==> src/rtl/dsi_tx_pkg.sv <==
// ============================================================================
//  Module      : dsi_tx_pkg
//  Description : Shared DSI TX definitions: data-type codes, line scheduler
//                state encoding and the CRC-16 32-bit update step.
//  Revision    : 1.0 - initial release
// ============================================================================
`default_nettype none

package dsi_tx_pkg;

  // DSI data-type codes (6-bit DT field of the data identifier)
  localparam logic [5:0] c_dt_vss    = 6'h01;
  localparam logic [5:0] c_dt_hss    = 6'h21;
  localparam logic [5:0] c_dt_rgb888 = 6'h3E;

  // CRC-16/CCITT in reflected form, as used for DSI long-packet footers
  localparam logic [15:0] c_crc_init     = 16'hFFFF;
  localparam logic [15:0] c_crc_poly_rev = 16'h8408;

  // Line scheduler states
  typedef enum logic [2:0] {
    ST_IDLE    = 3'd0,
    ST_SYNC    = 3'd1,
    ST_HDR     = 3'd2,
    ST_PAYLOAD = 3'd3,
    ST_FTR     = 3'd4
  } line_state_t;

  // Advance the CRC over one 32-bit word; byte 0 (bits [7:0]) goes first and
  // each byte is consumed LSB first, so bit i of the word is bit i in time.
  function automatic logic [15:0] crc16_step32(input logic [15:0] crc,
                                               input logic [31:0] data);
    logic [15:0] c;
    logic        fb;
    c = crc;
    for (int i = 0; i < 32; i++) begin
      fb = c[0] ^ data[i];
      c  = {1'b0, c[15:1]} ^ (fb ? c_crc_poly_rev : 16'h0000);
    end
    return c;
  endfunction

endpackage

`default_nettype wire

==> src/rtl/dsi_ecc_24.sv <==
// ============================================================================
//  Module      : dsi_ecc_24
//  Description : Combinational DSI packet-header ECC. Six Hamming parity bits
//                over header bits [23:0]; bits [7:6] of the ECC byte are 0.
//                Also used by the short-packet command path.
//  Revision    : 1.0 - initial release
// ============================================================================
`default_nettype none

module dsi_ecc_24 (
  input  logic [23:0] hdr,
  output logic [7:0]  ecc
);

  logic [23:0] w_d;

  assign w_d = hdr;

  // Parity equations of the DSI header ECC
  assign ecc[0] = w_d[0]  ^ w_d[1]  ^ w_d[2]  ^ w_d[4]  ^ w_d[5]  ^ w_d[7]  ^
                  w_d[10] ^ w_d[11] ^ w_d[13] ^ w_d[16] ^ w_d[20] ^ w_d[21] ^
                  w_d[22] ^ w_d[23];
  assign ecc[1] = w_d[0]  ^ w_d[1]  ^ w_d[3]  ^ w_d[4]  ^ w_d[6]  ^ w_d[8]  ^
                  w_d[10] ^ w_d[12] ^ w_d[14] ^ w_d[17] ^ w_d[20] ^ w_d[21] ^
                  w_d[22] ^ w_d[23];
  assign ecc[2] = w_d[0]  ^ w_d[2]  ^ w_d[3]  ^ w_d[5]  ^ w_d[6]  ^ w_d[9]  ^
                  w_d[11] ^ w_d[12] ^ w_d[15] ^ w_d[18] ^ w_d[20] ^ w_d[21] ^
                  w_d[22];
  assign ecc[3] = w_d[1]  ^ w_d[2]  ^ w_d[3]  ^ w_d[7]  ^ w_d[8]  ^ w_d[9]  ^
                  w_d[13] ^ w_d[14] ^ w_d[15] ^ w_d[19] ^ w_d[20] ^ w_d[21] ^
                  w_d[23];
  assign ecc[4] = w_d[4]  ^ w_d[5]  ^ w_d[6]  ^ w_d[7]  ^ w_d[8]  ^ w_d[9]  ^
                  w_d[16] ^ w_d[17] ^ w_d[18] ^ w_d[19] ^ w_d[20] ^ w_d[22] ^
                  w_d[23];
  assign ecc[5] = w_d[10] ^ w_d[11] ^ w_d[12] ^ w_d[13] ^ w_d[14] ^ w_d[15] ^
                  w_d[16] ^ w_d[17] ^ w_d[18] ^ w_d[19] ^ w_d[21] ^ w_d[22] ^
                  w_d[23];
  assign ecc[7:6] = 2'b00;

endmodule

`default_nettype wire

==> src/rtl/dsi_tx_line_scheduler.sv <==
// ============================================================================
//  Module      : dsi_tx_line_scheduler
//  Description : Sequences one DSI video line at a time from the TX pixel
//                buffer: sync short packet (VSS/HSS), long-packet header,
//                payload straight from the show-ahead buffer, 2-byte footer,
//                then an idle gap. PHY-side clock domain.
//                Build option DSI_TX_CRC_EN: real CRC-16 footer; without it
//                the footer is 16'h0000 and no CRC logic exists.
//  Revision    : 1.0 - initial release
// ============================================================================
`default_nettype none

module dsi_tx_line_scheduler
  import dsi_tx_pkg::*;
#(
  parameter int         LINE_BYTES      = 640,
  parameter int         LINES_PER_FRAME = 480,
  parameter int         LINE_GAP        = 16,
  parameter logic [7:0] DATA_TYPE       = {2'b00, c_dt_rgb888},
  parameter logic [1:0] VC              = 2'd0
) (
  input  logic        clk,
  input  logic        rst_n,
  input  logic        enable,
  input  logic        err_clr,
  input  logic [31:0] fifo_data,
  input  logic        fifo_not_empty,
  input  logic        fifo_line_ready,
  output logic        fifo_read_ack,
  output logic [31:0] out_data,
  output logic [3:0]  out_strb,
  output logic        out_valid,
  input  logic        out_ready,
  output logic        busy,
  output logic [15:0] line_cnt,
  output logic        underflow_err
);

  localparam int          c_words     = LINE_BYTES / 4;
  localparam logic [13:0] c_last_word = 14'(c_words - 1);
  localparam logic [15:0] c_wc        = 16'(LINE_BYTES);
  localparam logic [15:0] c_last_line = 16'(LINES_PER_FRAME - 1);
  localparam logic [15:0] c_gap       = 16'(LINE_GAP);

  line_state_t r_state;
  line_state_t w_state_nxt;

  logic [15:0] r_gap_cnt;
  logic [13:0] r_word_cnt;
  logic [15:0] r_line_cnt;
  logic        r_out_valid;
  logic [31:0] r_out_data;
  logic [3:0]  r_out_strb;
  logic        r_underflow;

  logic        w_in_payload;
  logic        w_accept;
  logic        w_start;
  logic        w_last_word;
  logic [23:0] w_sync_hdr;
  logic [23:0] w_long_hdr;
  logic [7:0]  w_sync_ecc;
  logic [7:0]  w_long_ecc;
  logic [15:0] w_crc_footer;

  // --------------------------------------------------------------------------
  // Packet headers and their ECC bytes
  // --------------------------------------------------------------------------
  assign w_sync_hdr = {8'h00, 8'h00, VC, (r_line_cnt == 16'd0) ? c_dt_vss : c_dt_hss};
  assign w_long_hdr = {c_wc[15:8], c_wc[7:0], VC, DATA_TYPE[5:0]};

  dsi_ecc_24 u_ecc_sync (
    .hdr (w_sync_hdr),
    .ecc (w_sync_ecc)
  );

  dsi_ecc_24 u_ecc_long (
    .hdr (w_long_hdr),
    .ecc (w_long_ecc)
  );

  // --------------------------------------------------------------------------
  // Stream outputs: PAYLOAD passes the buffer through with zero latency; every
  // other state drives the registered word.
  // --------------------------------------------------------------------------
  assign w_in_payload  = (r_state == ST_PAYLOAD);
  assign out_valid     = w_in_payload ? fifo_not_empty : r_out_valid;
  assign out_data      = w_in_payload ? fifo_data      : r_out_data;
  assign out_strb      = w_in_payload ? 4'hF           : r_out_strb;
  assign w_accept      = out_valid & out_ready;
  assign fifo_read_ack = w_in_payload & w_accept;

  assign busy          = (r_state != ST_IDLE);
  assign line_cnt      = r_line_cnt;
  assign underflow_err = r_underflow;

  // --------------------------------------------------------------------------
  // Footer CRC
  // --------------------------------------------------------------------------
`ifdef DSI_TX_CRC_EN
  logic [15:0] r_crc;
  logic [15:0] w_crc_next;

  assign w_crc_next   = crc16_step32(r_crc, fifo_data);
  // The footer is captured on the last pop, so it must include that word.
  assign w_crc_footer = w_crc_next;

  // Running payload CRC, reseeded as the header is accepted
  always_ff @(posedge clk or negedge rst_n) begin
    if (!rst_n) begin
      r_crc <= c_crc_init;
    end else if ((r_state == ST_HDR) && w_accept) begin
      r_crc <= c_crc_init;
    end else if (w_in_payload && w_accept) begin
      r_crc <= w_crc_next;
    end
  end
`else
  assign w_crc_footer = 16'h0000;
`endif

  // --------------------------------------------------------------------------
  // Line state machine
  // --------------------------------------------------------------------------

  // State register
  always_ff @(posedge clk or negedge rst_n) begin
    if (!rst_n) begin
      r_state <= ST_IDLE;
    end else begin
      r_state <= w_state_nxt;
    end
  end

  // Next-state decode; enable only gates the start of a new line
  always_comb begin
    w_state_nxt = r_state;
    w_start     = 1'b0;
    w_last_word = 1'b0;
    case (r_state)
      ST_IDLE: begin
        w_start = (r_gap_cnt == 16'd0) && enable && fifo_line_ready;
        if (w_start) begin
          w_state_nxt = ST_SYNC;
        end
      end
      ST_SYNC: begin
        if (w_accept) begin
          w_state_nxt = ST_HDR;
        end
      end
      ST_HDR: begin
        if (w_accept) begin
          w_state_nxt = ST_PAYLOAD;
        end
      end
      ST_PAYLOAD: begin
        w_last_word = (r_word_cnt == c_last_word);
        if (w_accept && w_last_word) begin
          w_state_nxt = ST_FTR;
        end
      end
      ST_FTR: begin
        if (w_accept) begin
          w_state_nxt = ST_IDLE;
        end
      end
      default: begin
        w_state_nxt = ST_IDLE;
      end
    endcase
  end

  // --------------------------------------------------------------------------
  // Datapath registers
  // --------------------------------------------------------------------------

  // Registered output word: loaded one state ahead so it is valid on entry
  always_ff @(posedge clk or negedge rst_n) begin
    if (!rst_n) begin
      r_out_valid <= 1'b0;
      r_out_data  <= 32'h0000_0000;
      r_out_strb  <= 4'h0;
    end else begin
      case (r_state)
        ST_IDLE: begin
          if (w_start) begin
            r_out_valid <= 1'b1;
            r_out_data  <= {w_sync_ecc, w_sync_hdr};
            r_out_strb  <= 4'hF;
          end
        end
        ST_SYNC: begin
          if (w_accept) begin
            r_out_data <= {w_long_ecc, w_long_hdr};
          end
        end
        ST_HDR: begin
          if (w_accept) begin
            r_out_valid <= 1'b0;
            r_out_data  <= 32'h0000_0000;
            r_out_strb  <= 4'h0;
          end
        end
        ST_PAYLOAD: begin
          if (w_accept && w_last_word) begin
            r_out_valid <= 1'b1;
            r_out_data  <= {16'h0000, w_crc_footer};
            r_out_strb  <= 4'h3;
          end
        end
        ST_FTR: begin
          if (w_accept) begin
            r_out_valid <= 1'b0;
            r_out_data  <= 32'h0000_0000;
            r_out_strb  <= 4'h0;
          end
        end
        default: begin
          r_out_valid <= 1'b0;
          r_out_data  <= 32'h0000_0000;
          r_out_strb  <= 4'h0;
        end
      endcase
    end
  end

  // Payload word counter, cleared as the header goes out
  always_ff @(posedge clk or negedge rst_n) begin
    if (!rst_n) begin
      r_word_cnt <= 14'd0;
    end else if ((r_state == ST_HDR) && w_accept) begin
      r_word_cnt <= 14'd0;
    end else if (w_in_payload && w_accept) begin
      r_word_cnt <= r_word_cnt + 14'd1;
    end
  end

  // Inter-line gap: loaded when the footer leaves, counts down while idle
  always_ff @(posedge clk or negedge rst_n) begin
    if (!rst_n) begin
      r_gap_cnt <= 16'd0;
    end else if ((r_state == ST_FTR) && w_accept) begin
      r_gap_cnt <= c_gap;
    end else if ((r_state == ST_IDLE) && (r_gap_cnt != 16'd0)) begin
      r_gap_cnt <= r_gap_cnt - 16'd1;
    end
  end

  // Line index within the frame, advanced when the footer is accepted
  always_ff @(posedge clk or negedge rst_n) begin
    if (!rst_n) begin
      r_line_cnt <= 16'd0;
    end else if ((r_state == ST_FTR) && w_accept) begin
      if (r_line_cnt == c_last_line) begin
        r_line_cnt <= 16'd0;
      end else begin
        r_line_cnt <= r_line_cnt + 16'd1;
      end
    end
  end

  // Sticky underflow flag; a new underflow beats a simultaneous clear
  always_ff @(posedge clk or negedge rst_n) begin
    if (!rst_n) begin
      r_underflow <= 1'b0;
    end else if (w_in_payload && !fifo_not_empty) begin
      r_underflow <= 1'b1;
    end else if (err_clr) begin
      r_underflow <= 1'b0;
    end
  end

endmodule

`default_nettype wire

==> config.mk <==
export PLATFORM = sky130hd
export DESIGN_NAME = dsi_tx_line_scheduler
export DESIGN_NICKNAME = d
export VERILOG_FILES = /design/src/rtl/dsi_tx_pkg.sv /design/src/rtl/dsi_ecc_24.sv /design/src/rtl/dsi_tx_line_scheduler.sv
export SDC_FILE = /design/constraint.sdc
export NUM_CORES = 1
export LEC_CHECK = 0
export CORE_MARGIN = 2
export CORE_UTILIZATION = 48
export DETAILED_ROUTE_END_ITERATION = 8
export PLACE_DENSITY = 0.78
export RECOVER_POWER = 50
export SLEW_MARGIN = 40
export SYNTH_ARGS = -nofsm -noshare
export SYNTH_HDL_FRONTEND = slang
export SYNTH_HIERARCHICAL = 1
export SYNTH_SLANG_ARGS = --single-unit
==> constraint.sdc <==
create_clock -name clk -period 2.2 [get_ports clk]
set_input_delay 0.33 -clock clk [delete_from_list [all_inputs] [get_ports clk]]
set_output_delay 0.33 -clock clk [all_outputs]
set_load 0.02 [all_outputs]
# After elaboration in Yosys (flattened, before gate mapping)
# Cells that the tools add are included.
# word_totals
regBits	87
in_bits	39
output_inout_bits	56
word_cells	94
# op_classes
add_sub_neg	3
n_eq_ne	14
mux	32
bitwise	15
n_reduce_logical	22
# ops
op	n
$mux 32	5
$pmux 32 s4	1
$mux 16	3
$logic_not 16->1	2
$mux 14	2
$add 16x1->16 const B	1
$eq 16x9->1 const B	1
$mux 4	4
$pmux 4 s4	1
$reduce_bool 16->1	1
$sub 16x1->16 const B	1
$mux 3	5
$pmux 3 s5	1
$add 14x1->14 const B	1
$eq 14x8->1 const B	1
$xor 1x1->1	12
$ne 2x2->1 const B	5
$logic_and 1x1->1	9
$mux 1	8
$reduce_and 4->1	2
$eq 3x2->1 const B	2
$mux 6	1
$ne 2x1->1 const B	3
$reduce_bool 2->1	3
10 further kinds	11

# Depth between registers and ports, before layout
# depth
depth_word	8
mapped_depth	9
ltp_nobuf	9

# Hierarchy
# The synthesis kept the hierarchy.
# by_module_without_submodules
module	n_inst	cells_each	area_per_inst_um2	seq_area_each_um2
dsi_tx_line_scheduler	1	411	3778.6	1576.5
dsi_ecc_24	2	42	520.5	0.0

# Worst setup path before layout
# OpenSTA, ideal clock, no wires.
# synth_timing
kind	reg-to-reg
start	register r_line_cnt[5] (netlist: line_cnt[5])
end	register r_out_data[28]
setup_time_ps	125
arrival_ps	2356
required_time_ps	2075
slack_ps	-281
stages_incl_launch_ff	10
path_buffers	1
synth_period_minus_slack_ps	2481
cell_sequence	dfrtp_1 -> buf_6 -> or4_4 -> nor2_1 -> nand3_1 -> xor2_1 -> xnor2_1 -> xor3_1 -> a22o_1 -> mux2_4
# synth_via
elab_chain_len	5
# synth_rtl
element	line_no	text
start: declaration	dsi_tx_line_scheduler.sv:50	logic [15:0] r_line_cnt;
start signal: assignment	dsi_tx_line_scheduler.sv:258	r_line_cnt <= r_line_cnt + 16'd1;
$logic_not 16->1	dsi_tx_line_scheduler.sv:69	assign w_sync_hdr = {8'h00, 8'h00, VC, (r_line_cnt == 16'd0) ? c_dt_vss : c_dt_hss};
$mux 6	dsi_tx_line_scheduler.sv:69	
net w_sync_hdr[5]	dsi_tx_line_scheduler.sv:60	logic [23:0] w_sync_hdr;
$xor 1x1->1	dsi_ecc_24.sv:32	assign ecc[4] = w_d[4] ^ w_d[5] ^ w_d[6] ^ w_d[7] ^ w_d[8] ^ w_d[9] ^
net w_sync_ecc[4]	dsi_tx_line_scheduler.sv:62	logic [7:0] w_sync_ecc;
$mux 32	dsi_tx_line_scheduler.sv:187	if (w_start) begin
$pmux 32 s4	dsi_tx_line_scheduler.sv:185	case (r_state)
end signal: assignment	dsi_tx_line_scheduler.sv:189	r_out_data <= {w_sync_ecc, w_sync_hdr};
end signal: assignment	dsi_tx_line_scheduler.sv:195	r_out_data <= {w_long_ecc, w_long_hdr};
end signal: assignment	dsi_tx_line_scheduler.sv:208	r_out_data <= {16'h0000, w_crc_footer};
end: declaration	dsi_tx_line_scheduler.sv:52	logic [31:0] r_out_data;
# The timed path passes the listed nets, and every way through them passes these cells. The select of a mux whose other input is x is not followed.
# A chain may end at the register's enable or synchronous reset.

# Worst setup path after layout
# layout_timing
start	register r_line_cnt[12] (netlist: line_cnt[12])
end	register r_out_data[28]
# Same word-level chain as after synthesis.

==> results.json <==
{
  "final_layout_size_suffix_gt1_share_pct": 12.4,
  "overflow": 0,
  "synth-edff-count": 0,
  "htreeDepth": 3,
  "postCtsSetupBuffers": 0,
  "cp-end-kind": "flop",
  "ys_async_sr_fraction_pct": 100,
  "cts.clk_slew.worst_paths_ns": 0.07,
  "startpoint_type": "flop",
  "yosys-top-cells-count": "63 x dfrtp_1, 57 x nand2_1, 55 x xnor2_1",
  "fin_crit_sh_pct": 104,
  "vias": 4103,
  "wl_met1_um": 4650,
  "max_cap_violations": 0,
  "yosysMostFrequentCell": "dfrtp_1",
  "seq_area_um2": 1580,
  "ant_nets": 0,
  "clk-insertion-delay-late_ns": 0.34,
  "clock_sinks": 63,
  "required_ns": 2.42,
  "worstPathArrival_ns": 2.50,
  "rsz0062_at_grt": "yes",
  "fmax_mhz": 438,
  "synth_area_leaders": "dfrtp_1 33%, xnor2_1 10%, xnor3_1 9.3%",
  "wl_met2_um": 5400,
  "stdcell_area_um2": 6660,
  "final_hold_viol_count": 0,
  "final_nets": 749,
  "syn_avg_cell_area_um2": 9.74,
  "core_um2": 9770,
  "p_leak_nw": 3.41,
  "grt_util_all_layers_pct": 20.6,
  "area_growth_pct": 38.1,
  "hpwlAfterDp_um": 8320,
  "place_inst": 826,
  "tightest_slew_ns": 1.21,
  "yosys.cell_types.count": 58,
  "die_x_um": 104,
  "synth_area_um2": 4820,
  "synth_cells": 495,
  "ys_warn_count": 6,
  "period_needed_ns": 2.28,
  "dieArea_um2": 10900,
  "utilization_pct": 68.1,
  "slew_viol_final": 0,
  "io_pins": 95,
  "top_layer_used": "met4",
  "fin_ws_ns": -0.0845,
  "peakVddDrop_mv": 0.299,
  "slew_headroom_pct": 19.2,
  "drt-pass1-iter-count": 4,
  "port_buffers": 94,
  "fin_skew_ns": 0.00778,
  "netlist.area_leader.share_pct": 32.7,
  "worstPathMaxFanout": 2,
  "wl_um": 10800,
  "yosysTopAreaCell": "dfrtp_1",
  "hold_path_class": "flop to flop",
  "start_util_pct": 49.3,
  "ys_seq_area_share_pct": 32.7,
  "cts.path.max_buffers": 2,
  "outcome": "complete, but fails checks",
  "grt_pass1_vias": 3999,
  "synth-seq-cells": 63,
  "cts_tree": "built",
  "fillCellCount": 793,
  "via_per_inst": 4.88,
  "drc": 0,
  "drtIter0Drc": 122,
  "power_density_nw_per_um2": 401,
  "synth_ff_type": "dfrtp_1",
  "crit_type": "flop to flop",
  "final_cells": 841,
  "wl_per_cell_um": 12.8,
  "placed_cell_area_um2": 6460,
  "grt_max_degree": 44,
  "met3WireLength_um": 567,
  "grt_pass1_wl_um": 18300,
  "chipHeight_um": 104,
  "antenna_found_initial": 0,
  "multiInputGateArea_um2": 3420,
  "diodes": 0,
  "failed_checks": "negative setup slack",
  "root_buffer": "clkbuf_8",
  "setup_viol": 1,
  "cts-buffers-inserted": 9,
  "num_rows": 36,
  "place.gp.congestion": 0.907
}
-- layer usage --
layer / GRT usage (%) / up-vias
li1: - / 2031
met3: 5.08 / 15
met4: 6.08 / 0
met5: 0 / -
met2: 36.8 / 111
met1: 24.4 / 1946
-- logic make-up after synthesis --
family	count (synthesis)	share of synthesized area, %
AO/OA/AOI/OAI	57	8.33
multiplexers	16	4.31
other	4	0.311
flip-flops	63	32.7
AND/OR/NAND/NOR	197	22.2
buffers and inverters	45	4.54
XOR/XNOR	108	26.3
adder cells (fa/ha/maj)	5	1.30
-- state kept, by name, indices dropped and copies added, names as in the netlist --
name	count
line_cnt	16
r_gap_cnt	16
r_word_cnt	14
r_out_data	11
r_state	3
r_out_strb	1
r_out_valid	1
underflow_err	1
-- final cells by class --
type,count,area share (%)
Timing Repair Buffer,141,19.3
Multi-Input combinational cell,477,51.4
Inverter,13,0.733
Clock buffer,12,2.18
Tap cell,133,2.50
Clock inverter,2,0.150
Sequential cell,63,23.7
-- cell usage in the layout, fill, tap and decap left out, drive strengths merged, types with 5 or more instances in the layout --
master         netlist  layout
nand4               16      16
conb                 4      94
dfrtp               63      63
clkbuf              18      20
dlygate4sd3          0       9
and2                 7       7
nor4                 9       9
xor2                29      29
mux2i                5       5
a21o                 6       6
nand2               59      59
o21ai               14      14
nor3                11      11
inv                 13      13
clkdlybuf4s50        0      48
dlymetal6s2s         0      12
a21oi               10      10
buf                 14      39
dlygate4sd2          0      25
mux2                11      11
ha                   5       5
and3                24      24
a22o                 9       9
nor2                34      34
o31ai                5       5
xnor3               20      20
xnor2               57      57
nand3               22      22
-- through the flow --
step | setup slack [ns] | TNS, ns | hold slack [ns] | total power (W)
5_1_grt | -0.141 | -0.978 | 0.527 | 0.00278
3_5_place_dp | -0.163 | -0.212 | 0.324 | 0.00180
3_3_place_gp | -0.104 | -0.104 | 0.327 | 0.00180
6_report | -0.0845 | -0.0845 | 0.509 | 0.00267
2_1_floorplan | 0.00224 | 0 | 0.0344 | 0.00171
4_1_cts | -0.104 | -0.104 | 0.493 | 0.00264
-- path summary, 6_finish.rpt --
kind / from / end / slack [ns] / depth (start not counted)
max in group asynchronous: rst_n / line_cnt[5] / 0.60 / 3
hold / removal: r_gap_cnt[15] / r_gap_cnt[15] / 0.51 / 1
hold reg to reg: r_gap_cnt[15] / r_gap_cnt[15] / 0.51 / 1
setup / recovery: line_cnt[12] / r_out_data[28] / -0.08 / 8
setup reg to reg: line_cnt[12] / r_out_data[28] / -0.08 / 8
min in group asynchronous: rst_n / r_state[1] / 0.79 / 2
-- repair_timing --
action	CTS	global route
endpoints found under the hold margin	20	0
endpoints found under the setup margin	39	22
resized for setup	36	14
pin swaps	2	2
hold buffers	1	0
-- critical path: stages (launching register included) --
cell	delay [ns]
dfrtp_1	0.38
or4_4	0.57
nor2_4	0.15
nand3_4	0.10
xor2_4	0.18
xnor2_1	0.13
xor3_1	0.18
a22o_1	0.20
mux2_4	0.26
-- power by group --
part | switching [W] | internal [W] | leakage (nW)
clock | 0.000406 | 0.000423 | 0.0821
combinational | 0.000228 | 0.000454 | 2.54
sequential | 0.0000000000000000000310 | 0.00116 | 0.790
No activity file was read; power rests on OpenSTA's default activity.
